--- src/rtl/lane_init_pkg.sv ---
// lane_init_pkg: state encoding and widths shared by the lane init sequencer.
package lane_init_pkg;
   localparam int STATE_W = 3;
   localparam int RETRY_W = 3;
   typedef enum logic [STATE_W-1:0] {
      DISABLED      = 3'd0,
      DISCONNECT_TX = 3'd1,
      WAIT_CONNECT  = 3'd2,
      TRAIN_TS1     = 3'd3,
      TRAIN_TS2     = 3'd4,
      CL0           = 3'd5,
      ERROR         = 3'd6
   } lane_state_e;
endpackage

--- src/rtl/flag_sync_edge.sv ---
// flag_sync_edge: resynchronises a clk_b timer flag into sb_clk and latches its rising edge
// in a sticky bit that the sequencer clears whenever it enters a new state.
module flag_sync_edge #(
   parameter int SYNC_STAGES = 2
) (
   input  logic sb_clk,
   input  logic rst,
   input  logic flag,
   input  logic clr,
   output logic seen
);
   logic [SYNC_STAGES-1:0] sync;
   logic prev, hit, rise;
   assign rise = sync[SYNC_STAGES-1] & ~prev;
   assign seen = hit | rise;
   always_ff @(posedge sb_clk or negedge rst)
      if (!rst) begin
         sync <= '0;
         prev <= 1'b0;
         hit  <= 1'b0;
      end else begin
         sync <= SYNC_STAGES'({sync, flag});
         prev <= sync[SYNC_STAGES-1];
         hit  <= !clr && seen;
      end
endmodule

--- src/rtl/lane_init_sequencer.sv ---
// lane_init_sequencer: steps a lane from DISABLED through disconnect, connect and Gen4
// TS1/TS2 training into CL0, driving the timer enables and consuming its timeout flags.
module lane_init_sequencer
   import lane_init_pkg::*;
#(
   parameter int SYNC_STAGES = 2,
   parameter int MAX_RETRIES = 3
) (
   input  logic       sb_clk,
   input  logic       rst,
   input  logic       lane_en,
   input  logic       ts1_rcvd,
   input  logic       ts2_rcvd,
   input  logic       tdisconnect_tx_min,
   input  logic       tdisabled_min,
   input  logic       tgen4_ts1_timeout,
   input  logic       tgen4_ts2_timeout,
   input  logic       tdisconnect_rx_min,
   input  logic       tconnect_rx_min,
   input  logic       ttraining_error_timeout,
   output logic       disconnected_s,
   output logic       fsm_disabled,
   output logic       fsm_training,
   output logic       ts1_gen4_s,
   output logic       ts2_gen4_s,
   output logic       sbtx_drive,
   output logic       link_up,
   output logic       training_error,
   output logic [2:0] retry_cnt,
   output logic [2:0] state
);
   lane_state_e cur, nxt;
   logic [RETRY_W-1:0] cnt, nxt_cnt, inc;
   logic [1:0] rst_sync;
   logic rst_n, clr, in_ts1, rcvd, tout;
   logic dis_seen, dtx_seen, ts1_to_seen, ts2_to_seen;
   // reset asserts asynchronously but is released only on a clock edge
   always_ff @(posedge sb_clk or negedge rst)
      if (!rst) rst_sync <= 2'b00;
      else rst_sync <= {rst_sync[0], 1'b1};
   assign rst_n = rst_sync[1];
   assign clr = nxt != cur;
   flag_sync_edge #(.SYNC_STAGES(SYNC_STAGES)) u_dis (.sb_clk, .rst(rst_n), .flag(tdisabled_min), .clr, .seen(dis_seen));
   flag_sync_edge #(.SYNC_STAGES(SYNC_STAGES)) u_dtx (.sb_clk, .rst(rst_n), .flag(tdisconnect_tx_min), .clr, .seen(dtx_seen));
   flag_sync_edge #(.SYNC_STAGES(SYNC_STAGES)) u_ts1 (.sb_clk, .rst(rst_n), .flag(tgen4_ts1_timeout), .clr, .seen(ts1_to_seen));
   flag_sync_edge #(.SYNC_STAGES(SYNC_STAGES)) u_ts2 (.sb_clk, .rst(rst_n), .flag(tgen4_ts2_timeout), .clr, .seen(ts2_to_seen));
   assign inc    = cnt + 1'b1;
   assign in_ts1 = cur == TRAIN_TS1;
   assign rcvd   = in_ts1 ? ts1_rcvd : ts2_rcvd;
   assign tout   = in_ts1 ? ts1_to_seen : ts2_to_seen;
   always_comb begin
      nxt     = cur;
      nxt_cnt = cnt;
      case (cur)
         DISABLED:      nxt = (dis_seen && lane_en) ? DISCONNECT_TX : DISABLED;
         DISCONNECT_TX: nxt = !lane_en ? DISABLED : dtx_seen ? WAIT_CONNECT : DISCONNECT_TX;
         WAIT_CONNECT:  nxt = !lane_en ? DISABLED : tconnect_rx_min ? TRAIN_TS1 : WAIT_CONNECT;
         TRAIN_TS1, TRAIN_TS2: begin
            if (ttraining_error_timeout) nxt = ERROR;
            else if (!lane_en) nxt = DISABLED;
            else if (rcvd) nxt = in_ts1 ? TRAIN_TS2 : CL0;
            else if (tout) begin
               nxt     = (inc < RETRY_W'(MAX_RETRIES)) ? DISCONNECT_TX : ERROR;
               nxt_cnt = inc;
            end
         end
         CL0:           nxt = !lane_en ? DISABLED : tdisconnect_rx_min ? DISCONNECT_TX : CL0;
         default:       nxt = DISABLED;
      endcase
      if (nxt == DISABLED || nxt == CL0) nxt_cnt = '0;
   end
   always_ff @(posedge sb_clk or negedge rst_n)
      if (!rst_n) begin
         cur            <= DISABLED;
         cnt            <= '0;
         disconnected_s <= 1'b0;
         fsm_disabled   <= 1'b1;
         fsm_training   <= 1'b0;
         ts1_gen4_s     <= 1'b0;
         ts2_gen4_s     <= 1'b0;
         sbtx_drive     <= 1'b0;
         link_up        <= 1'b0;
         training_error <= 1'b0;
      end else begin
         cur            <= nxt;
         cnt            <= nxt_cnt;
         disconnected_s <= nxt == DISCONNECT_TX;
         fsm_disabled   <= nxt == DISABLED;
         fsm_training   <= nxt == TRAIN_TS1 || nxt == TRAIN_TS2;
         ts1_gen4_s     <= nxt == TRAIN_TS1;
         ts2_gen4_s     <= nxt == TRAIN_TS2;
         sbtx_drive     <= nxt == WAIT_CONNECT || nxt == TRAIN_TS1 || nxt == TRAIN_TS2 || nxt == CL0;
         link_up        <= nxt == CL0;
         training_error <= nxt == ERROR;
      end
   assign retry_cnt = cnt;
   assign state     = cur;
endmodule
--- config.mk ---
export PLATFORM = sky130hd
export DESIGN_NAME = lane_init_sequencer
export DESIGN_NICKNAME = d
export VERILOG_FILES = /design/src/rtl/lane_init_pkg.sv /design/src/rtl/flag_sync_edge.sv /design/src/rtl/lane_init_sequencer.sv
export SDC_FILE = /design/constraint.sdc
export NUM_CORES = 1
export LEC_CHECK = 0
export CAP_MARGIN = 40
export CORE_MARGIN = 1.5
export CORE_UTILIZATION = 55
export DETAILED_ROUTE_END_ITERATION = 12
export PLACE_DENSITY = 0.84
export SLEW_MARGIN = 20
export SYNTH_ARGS = -nofsm -noshare
export SYNTH_HDL_FRONTEND = slang
export SYNTH_HIERARCHICAL = 1
export SYNTH_SLANG_ARGS = --single-unit
export TNS_END_PERCENT = 100
--- constraint.sdc ---
create_clock -name sb_clk -period 2.9 [get_ports sb_clk]
set_input_delay 0.58 -clock sb_clk [delete_from_list [all_inputs] [get_ports sb_clk]]
set_output_delay 0.58 -clock sb_clk [all_outputs]
set_load 0.02 [all_outputs]
==> impl_metrics.tcl, run 1 <==
set metrics [dict create \
    clk_pin_slew_ns 0.09 \
    postSynth.asyncResetShare 1.00 \
    synth-xor-area-share 0.0409 \
    slew_headroom 0.635 \
    power_density_mw_per_mm2 834 \
    cts.repair.resized 0 \
    drc 0 \
    via_per_inst 5.46 \
    skew_ns 0.00563 \
    hold_violations 0 \
    netlist_top_cells_count "dfrtp_1, inv_1, nand2_1" \
    netlist_instances 118 \
    wire_per_inst_um 15.1 \
    first_pass_iters 4 \
    min_period_over_period 0.844 \
    antenna_found_initial 0 \
    synth_compound_area_frac 0.143 \
    setup-tns-final_ns 0 \
    cts_buffer_depth 2 \
    ys_seq_area_frac 0.546 \
    synth_most_common_cell "dfrtp_1" \
    io_buffers 25 \
    ir_worst_vdd_mv 0.635 \
    hold_class "flop to async pin" \
    n_antenna_cell 0 \
    grt_pass1_vias 982 \
    cts_buffers 5 \
    worstSetupPathType "flop to flop" \
    dieArea_sq_mm 0.00299 \
    ant_nets 0 \
    cp.arrival_ns 2.70 \
    start_kind "flop" \
    grt_max_degree 20 \
    cts_hold_buf 0 \
    rsz0062_at_grt "no" \
    netlist_area_sq_mm 0.00147 \
    place.detailed.hpwl_um 2040 \
    top_level_ports 26 \
    synth_top_family_by_area "simple AND/OR/NAND/NOR gates" \
    cts_setup_buffers 0 \
    setup_ws_ns 0.452 \
    areaGrowthSynthToFinish_pct 23.5 \
    place_congestion 0.773 \
    synthAdderAreaFrac 0.00851 \
    drive_above_1_share 0.174 \
    tightest_slew_ns 0.539 \
    grt_use_total 0.215 \
    insertion_delay_ns 0.32 \
    hold_ws_ns 0.228 \
    fmax_ghz 0.408 \
    synth_top_area_cell "dfrtp_1" \
    period_needed_ns 2.45 \
    leakagePower_nw 0.806 \
    initial_core_util 0.588 \
    synth_flop_cell "dfrtp_1" \
    synthMuxAreaShare 0.0647 \
    cp_max_fo 11 \
    synth-seq-cells 32 \
    layout.nets 162 \
    clock-sinks 32 \
    synth_area_per_cell_sq_um 12.5 \
    grt_pass1_wl_um 4260 \
    clockRootBuffer "clkbuf_4" \
    synthSimpleGateAreaFrac 0.156 \
    synth_edf_count 0 \
    maxCapViolations 0 \
    core_sq_mm 0.00250 \
    finalPower_w 0.00151 \
    cts_max_level 2 \
    place_area_sq_mm 0.00177 \
    synth_area_leaders "dfrtp_1, nand2b_4, mux2i_1" \
    finalSetupViolCount 0 \
    regToRegSetupSlack_ns 0.45 \
    vias 978 \
    drtIter0Drc 14 \
    rows 18 \
    pre_cts_ws_ns 0.147 \
    critPathCaptureType "flop" \
    nFillCells 175 \
    grt-ovfl-total 0 \
    status "finished, final reports clean" \
    wirelength_um 2710 \
    cp.required_ns 3.15 \
    synth.distinct_cells 44 \
    cts_tree "built" \
    syn_nets 131 \
    synth_top_area_share 0.528 \
    finish.instance_area_sq_mm 0.00182 \
    yosys_warnings 6 \
    die_y_um 54.7 \
    final-max-slew-violation-count 0 \
    dieWidth_um 54.7 \
]
## final timing paths
path / startpoint / to / cells past startpoint
max in group asynchronous: rst_sync[1] / fsm_disabled / 1
hold / removal: rst_sync[1] / u_ts1/prev / 0
hold reg to reg: rst_sync[1] / u_ts1/prev / 0
min in group sb_clk: u_dtx/sync[0] / u_dtx/sync[1] / 0
setup reg to reg: state[2] / u_dtx/hit / 6
setup / recovery: state[2] / u_dtx/hit / 6
## cells by family (layout without fill, tap and decap cells)
family	Yosys count	in the layout
xor gates and xnor gates	6	6
other	1	1
and+or+nand+nor	32	32
DFF	32	32
buffers and inverters	12	43
muxes	8	8
adders and majority gates	1	1
AOI/OAI and AO/OA	26	26
## stage by stage
stage,instances,utilization
after floorplan,118,-
after global placement,171,0.697
after detailed placement,172,0.708
after CTS,179,0.726
after global routing,179,0.726
final,179,0.726
## area by class of cell
class,instances,area (sq um),area share
timing repair buffer,27,285,0.157
sequential,32,802,0.442
multi-input combinational,74,611,0.336
inverter,9,33.8,0.0186
tap,30,37.5,0.0207
clock buffer,6,41.3,0.0227
clock inverter,1,5.00,0.00276
## critical path, stage by stage, from the launching register on
cell and delay, ns:
dfrtp_1 0.51, and3b_1 0.46, mux2i_1 0.43, o211a_1 0.39, xor2_1 0.19, nand3_1 0.22, a21oi_2 0.18
## report_power, final
group          switching [W]  leakage [nW]  internal (W)
sequential         0.0000630         0.404      0.000529
combinational       0.000391         0.374      0.000310
clock               0.000132        0.0281     0.0000890
total               0.000586         0.806      0.000928
## state kept, by name (all words and copies together) (netlist names), 2 cells and up
| register | flops |
|---|---|
| rst_sync | 2 |
| u_ts2/sync | 2 |
| u_dis/sync | 2 |
| state | 3 |
| u_dtx/sync | 2 |
| retry_cnt | 3 |
| u_ts1/sync | 2 |
## cells in the final DEF, fill, tap and decap left out, types with 2 or more instances in the layout
master / count
mux2i_1: 5
nand2b_1: 4
dfrtp_1: 31
xnor2_1: 3
nor2_1: 3
mux2_2: 2
nand2b_4: 4
xor2_1: 2
clkdlybuf4s50_1: 25
a21oi_2: 4
a21oi_1: 5
nor2b_1: 3
nand2_1: 8
clkbuf_4: 5
inv_1: 9
o21ai_1: 2
nand3_1: 2
o21a_1: 2
o21ai_0: 2
## metal layers
metal / GRT usage / vias up / part of all wire
met2: 0.337 / 28 / 0.50
met4: 0.146 / 0 / 0.031
met1: 0.255 / 480 / 0.42
li1: - / 463 / -
met3: 0.0601 / 7 / 0.045
met5: 0 / - / 0
No activity file was read; power rests on OpenSTA's default activity.
==> run 2: changes to the inputs <==
--- a/config.mk
+++ b/config.mk
@@ -7,9 +7,9 @@
 export LEC_CHECK = 0
 export CAP_MARGIN = 40
 export CORE_MARGIN = 1.5
-export CORE_UTILIZATION = 55
+export CORE_UTILIZATION = 51
 export DETAILED_ROUTE_END_ITERATION = 12
-export PLACE_DENSITY = 0.84
+export PLACE_DENSITY = 0.79
 export SLEW_MARGIN = 20
 export SYNTH_ARGS = -nofsm -noshare
 export SYNTH_HDL_FRONTEND = slang
==> constraint.sdc (replaced) <==
create_clock -name sb_clk -period 2.4 [get_ports sb_clk]
set_input_delay 0.48 -clock sb_clk [delete_from_list [all_inputs] [get_ports sb_clk]]
set_output_delay 0.48 -clock sb_clk [all_outputs]
set_load 0.02 [all_outputs]
==> impl_metrics.tcl, run 2 (synthesis gave the netlist of run 1 again) <==
set metrics [dict create \
    cts_max_level 2 \
    final-max-slew-violation-count 0 \
    grt_max_degree 17 \
    cp-startpoint "state[2]" \
    ir_worst_vdd_mv 0.960 \
    drtIter0Drc 48 \
    place_area_sq_mm 0.00179 \
    cts_buffers 5 \
    place.detailed.hpwl_um 1940 \
    leakagePower_nw 0.847 \
    maxCapViolations 0 \
    n_antenna_cell 0 \
    most-common-layout-cells "dfrtp_1, clkdlybuf4s50_1, inv_1" \
    setup_ws_ns 0.207 \
    rows 19 \
    p_sw_w 0.000716 \
    reg2reg_depth 6 \
    top_level_ports 26 \
    cp_max_fo 6 \
    ant_nets 0 \
    p_int_w 0.00133 \
    insertion_delay_ns 0.31 \
    period_needed_ns 2.19 \
    clk_pin_slew_ns 0.09 \
    slowest_stage "mux2i_1" \
    regToRegSetupSlack_ns 0.21 \
    path_cells "and3b_1 > mux2i_1 > o211a_1 > xor2_1 > nand3_1 > a21oi_2" \
    seqPwrFrac 0.330 \
    areaGrowthSynthToFinish_pct 28.6 \
    power_frac_comb 0.456 \
    tightest_slew_ns 0.557 \
    wirelength_um 2530 \
    layout.nets 167 \
    finish.instance_area_sq_mm 0.00189 \
    cp.depth 6 \
    grt_pass1_vias 992 \
    first_pass_iters 4 \
    cp.required_ns 2.64 \
    dieArea_sq_mm 0.00321 \
    core_sq_mm 0.00273 \
    power_density_mw_per_mm2 1080 \
    cts_setup_buffers 0 \
    hold_class "flop to async pin" \
    via_per_inst 5.32 \
    status "finished, final reports clean" \
    place_congestion 0.938 \
    wire_per_inst_um 13.6 \
    cp.arrival_ns 2.43 \
    hold_violations 0 \
    clockRootBuffer "clkbuf_4" \
    skew_ns 0.00935 \
    grt-ovfl-total 0 \
    p_clk_frac 0.214 \
    clock-sinks 32 \
    antenna_found_initial 0 \
    critPathCaptureType "flop" \
    worstSetupEndpoint "u_dtx/hit" \
    cts_tree "built" \
    slew_headroom 0.628 \
    drive_above_1_share 0.219 \
    drc 0 \
    grt_use_total 0.173 \
    worstSetupPathType "flop to flop" \
    finalSetupViolCount 0 \
    cts_hold_buf 0 \
    min_period_over_period 0.914 \
    final_common_cell "dfrtp_1" \
    io_buffers 25 \
    crit_family "simple AND/OR/NAND/NOR gates" \
    vias 989 \
    cts_buffer_depth 2 \
    p_sw_frac 0.349 \
    path_buf_inv 0 \
    dieWidth_um 56.7 \
    rsz0062_at_grt "no" \
    max_stage_delay_ns 0.45 \
    initial_core_util 0.538 \
    reg2reg_to "u_dtx/hit" \
    rr_startpoint "state[2]" \
    pre_cts_ws_ns -0.0849 \
    start_kind "flop" \
    die_y_um 56.7 \
    grt_pass1_wl_um 4260 \
    fmax_ghz 0.456 \
]
-- run 2: per-layer routing --
metal,part of all wire,vias to the layer above,GRT usage
li1,-,475,-
met1,0.43,482,0.211
met2,0.51,28,0.281
met3,0.044,4,0.0507
met4,0.016,0,0.0782
met5,0,-,0
-- run 2: cell type report --
cell class	instances	area, sq um
clock inverters	1	30.0
flip-flops and latches	32	802
fillers	205	843
repair buffers	32	303
inverters	9	33.8
well taps	31	38.8
clock buffers	7	65.1
multi-input cells	74	618
-- run 2: worst register-to-register path: cells and delay by family (launching register included) --
family | cells | cell delay (ns)
AO/OA/AOI/OAI | 2 | 0.47
flip-flops | 1 | 0.38
XOR/XNOR | 1 | 0.18
AND/OR/NAND/NOR | 2 | 0.65
multiplexers | 1 | 0.45
-- run 2: repair_timing --
action | in CTS | in global routing
endpoints found under the hold margin | 0 | 0
setup endpoints to repair | 0 | 3
resized for setup | 0 | 1
-- run 2: worst min path at each step --
| stage | endpoint | slack (ns) | startpoint | cells after the start |
|---|---|---|---|---|
| after CTS | state[0] | 0.25 | rst_sync[1] | 0 |
| after detailed placement | link_up | 0.25 | rst_sync[1] | 0 |
| after global placement | state[2] | 0.23 | rst_sync[1] | 0 |
| after floorplan | rst_sync[0] | 0.18 | rst | 0 |
| after global routing | ts1_gen4_s | 0.29 | rst_sync[1] | 0 |
| final | state[0] | 0.23 | rst_sync[1] | 0 |
-- run 2: metrics by stage --
step	cells	utilization	power [W]	TNS, ns	hold WS [ns]
finish	186	0.692	0.00205	0	0.228
global route	186	0.692	0.00216	0	0.292
CTS	186	0.689	0.00208	0	0.254
detailed placement	178	0.654	0.00163	-0.329	0.254
global placement	178	0.654	0.00159	0	0.229
floorplan	118	-	0.00132	0	0.184
-- run 2: power groups by stage --
| stage | Sequential [W] | Clock, W | Combinational (W) |
|---|---|---|---|
| detailed placement | 0.000689 | 0 | 0.000937 |
| global route | 0.000685 | 0.000478 | 0.00100 |
| CTS | 0.000678 | 0.000456 | 0.000941 |
| floorplan | 0.000779 | 0 | 0.000542 |
| global placement | 0.000681 | 0 | 0.000907 |
| finish | 0.000677 | 0.000439 | 0.000934 |
==> run 3: changes to the inputs <==
--- a/config.mk
+++ b/config.mk
@@ -6,7 +6,7 @@
 export NUM_CORES = 1
 export LEC_CHECK = 0
 export CAP_MARGIN = 40
-export CORE_MARGIN = 1.5
+export CORE_MARGIN = 1
 export CORE_UTILIZATION = 51
 export DETAILED_ROUTE_END_ITERATION = 12
 export PLACE_DENSITY = 0.79
==> impl_metrics.tcl, run 3 (synthesis gave the netlist of run 1 again) <==
set metrics [dict create \
    status "finished, final reports clean" \
    met2RoutedLength_um 1240 \
    clk_pin_slew_ns 0.09 \
    worstSetupPathType "flop to flop" \
    hold_class "flop to async pin" \
    cts_setup_buffers 0 \
    dieArea_sq_mm 0.00310 \
    cp.arrival_ns 2.40 \
    clockRootBuffer "clkbuf_4" \
    areaGrowthSynthToFinish_pct 26.8 \
    cts_hold_buf 0 \
    power_density_mw_per_mm2 1040 \
    start_kind "flop" \
    cts_buffers 5 \
    n_antenna_cell 0 \
    place_congestion 0.838 \
    top_level_ports 26 \
    cts_buffer_depth 2 \
    via_per_inst 5.26 \
    cp_max_fo 6 \
    dieWidth_um 55.7 \
    placedCellCount 179 \
    core_sq_mm 0.00273 \
    finish.instance_area_sq_mm 0.00186 \
    io_buffers 25 \
    setup-tns-final_ns 0 \
    grt_use_total 0.180 \
    path_cells "and3b_1 > mux2i_1 > o211a_1 > xor2_1 > nand3_1 > a21oi_2" \
    place.detailed.hpwl_um 1880 \
    wire_per_inst_um 13.3 \
    rows 19 \
    reg2reg_depth 6 \
    cts.repair.resized 0 \
    cts_max_level 2 \
    drive_above_1_share 0.212 \
    insertion_delay_ns 0.32 \
    drtIter0Drc 22 \
    met3WireLength_um 86 \
    min_period_over_period 0.897 \
    rsz0062_at_grt "no" \
    nFillCells 184 \
    slowest_stage "mux2i_1" \
    initial_core_util 0.538 \
    grt_pass1_wl_um 4200 \
    layout.nets 168 \
    leakagePower_nw 0.838 \
    max_stage_delay_ns 0.45 \
    place_area_sq_mm 0.00180 \
    ant_nets 0 \
    period_needed_ns 2.15 \
    skew_ns 0.0118 \
    routed.top_layer "met4" \
    die_y_um 55.7 \
    cts_tree "built" \
    wirelength_um 2490 \
    critPathCaptureType "flop" \
    antenna_found_initial 0 \
    final-max-slew-violation-count 0 \
    finalSetupViolCount 0 \
    vias 983 \
    final_common_cell "dfrtp_1" \
    clock-sinks 32 \
    wl_met1_um 1100 \
    utilization 0.682 \
    cp.required_ns 2.65 \
    first_pass_iters 4 \
    ir_worst_vdd_mv 0.805 \
    layout.cells.non_filler 187 \
    hold_violations 0 \
    grt-ovfl-total 0 \
    grt_pass1_vias 1027 \
    drc 0 \
    most-common-layout-cells "dfrtp_1, clkdlybuf4s50_1, inv_1" \
    fmax_ghz 0.464 \
    maxCapViolations 0 \
    hold_ws_ns 0.184 \
    grt_max_degree 20 \
]
run 3: changes by cell type in the layout (fill, tap and decap cells not counted):
| cell | delta |
|---|---|
| buf_4 | +1 |
| bufinv_16 | -1 |
| clkbuf_1 | +1 |
| xnor2_1 | +1 |
| xnor2_2 | -1 |
run 3: worst paths after layout:
path                               start             end  slack, ns
min reg2reg                  rst_sync[1]  training_error       0.18
min in group sb_clk        u_dis/sync[0]   u_dis/sync[1]       0.35
min                          rst_sync[1]  training_error       0.18
max reg2reg                     state[2]       u_ts1/hit       0.25
max                             state[2]       u_ts1/hit       0.25
max in group asynchronous    rst_sync[1]   u_dtx/sync[0]       1.60
run 3: metrics by stage:
| stage | worst slack [ns] | total power [W] |
|---|---|---|
| global route | 0.0253 | 0.00207 |
| detailed placement | 0.0353 | 0.00162 |
| floorplan | 0.240 | 0.00132 |
| CTS | 0.248 | 0.00196 |
| global placement | 0.0992 | 0.00159 |
| finish | 0.247 | 0.00193 |
run 3: final cells by class:
type | instances | area (sq um) | share of cell area
well taps | 31 | 38.8 | 0.0208
inverters | 9 | 33.8 | 0.0181
clock buffers | 8 | 68.8 | 0.0369
flip-flops and latches | 32 | 802 | 0.430
multi-input cells | 74 | 611 | 0.328
repair buffers | 33 | 310 | 0.166
run 3: per-layer routing:
metal  vias up  GRT usage
met3         6     0.0488
met4         0      0.118
met5         -          0
li1        477          -
met2        24      0.293
met1       476      0.208
run 3: worst max-delay path: cells and delay by family, from the launching register on:
kind	cells	cell delay, ns
DFF	1	0.38
AOI/OAI and AO/OA	2	0.45
muxes	1	0.45
xor gates and xnor gates	1	0.15
and+or+nand+nor	2	0.65
run 3: power by group:
| group | total, W | internal, W | switching (W) |
|---|---|---|---|
| Clock | 0.000330 | 0.000172 | 0.000158 |
| Sequential | 0.000672 | 0.000640 | 0.0000319 |
| Combinational | 0.000932 | 0.000419 | 0.000513 |
| Total | 0.00193 | 0.00123 | 0.000703 |
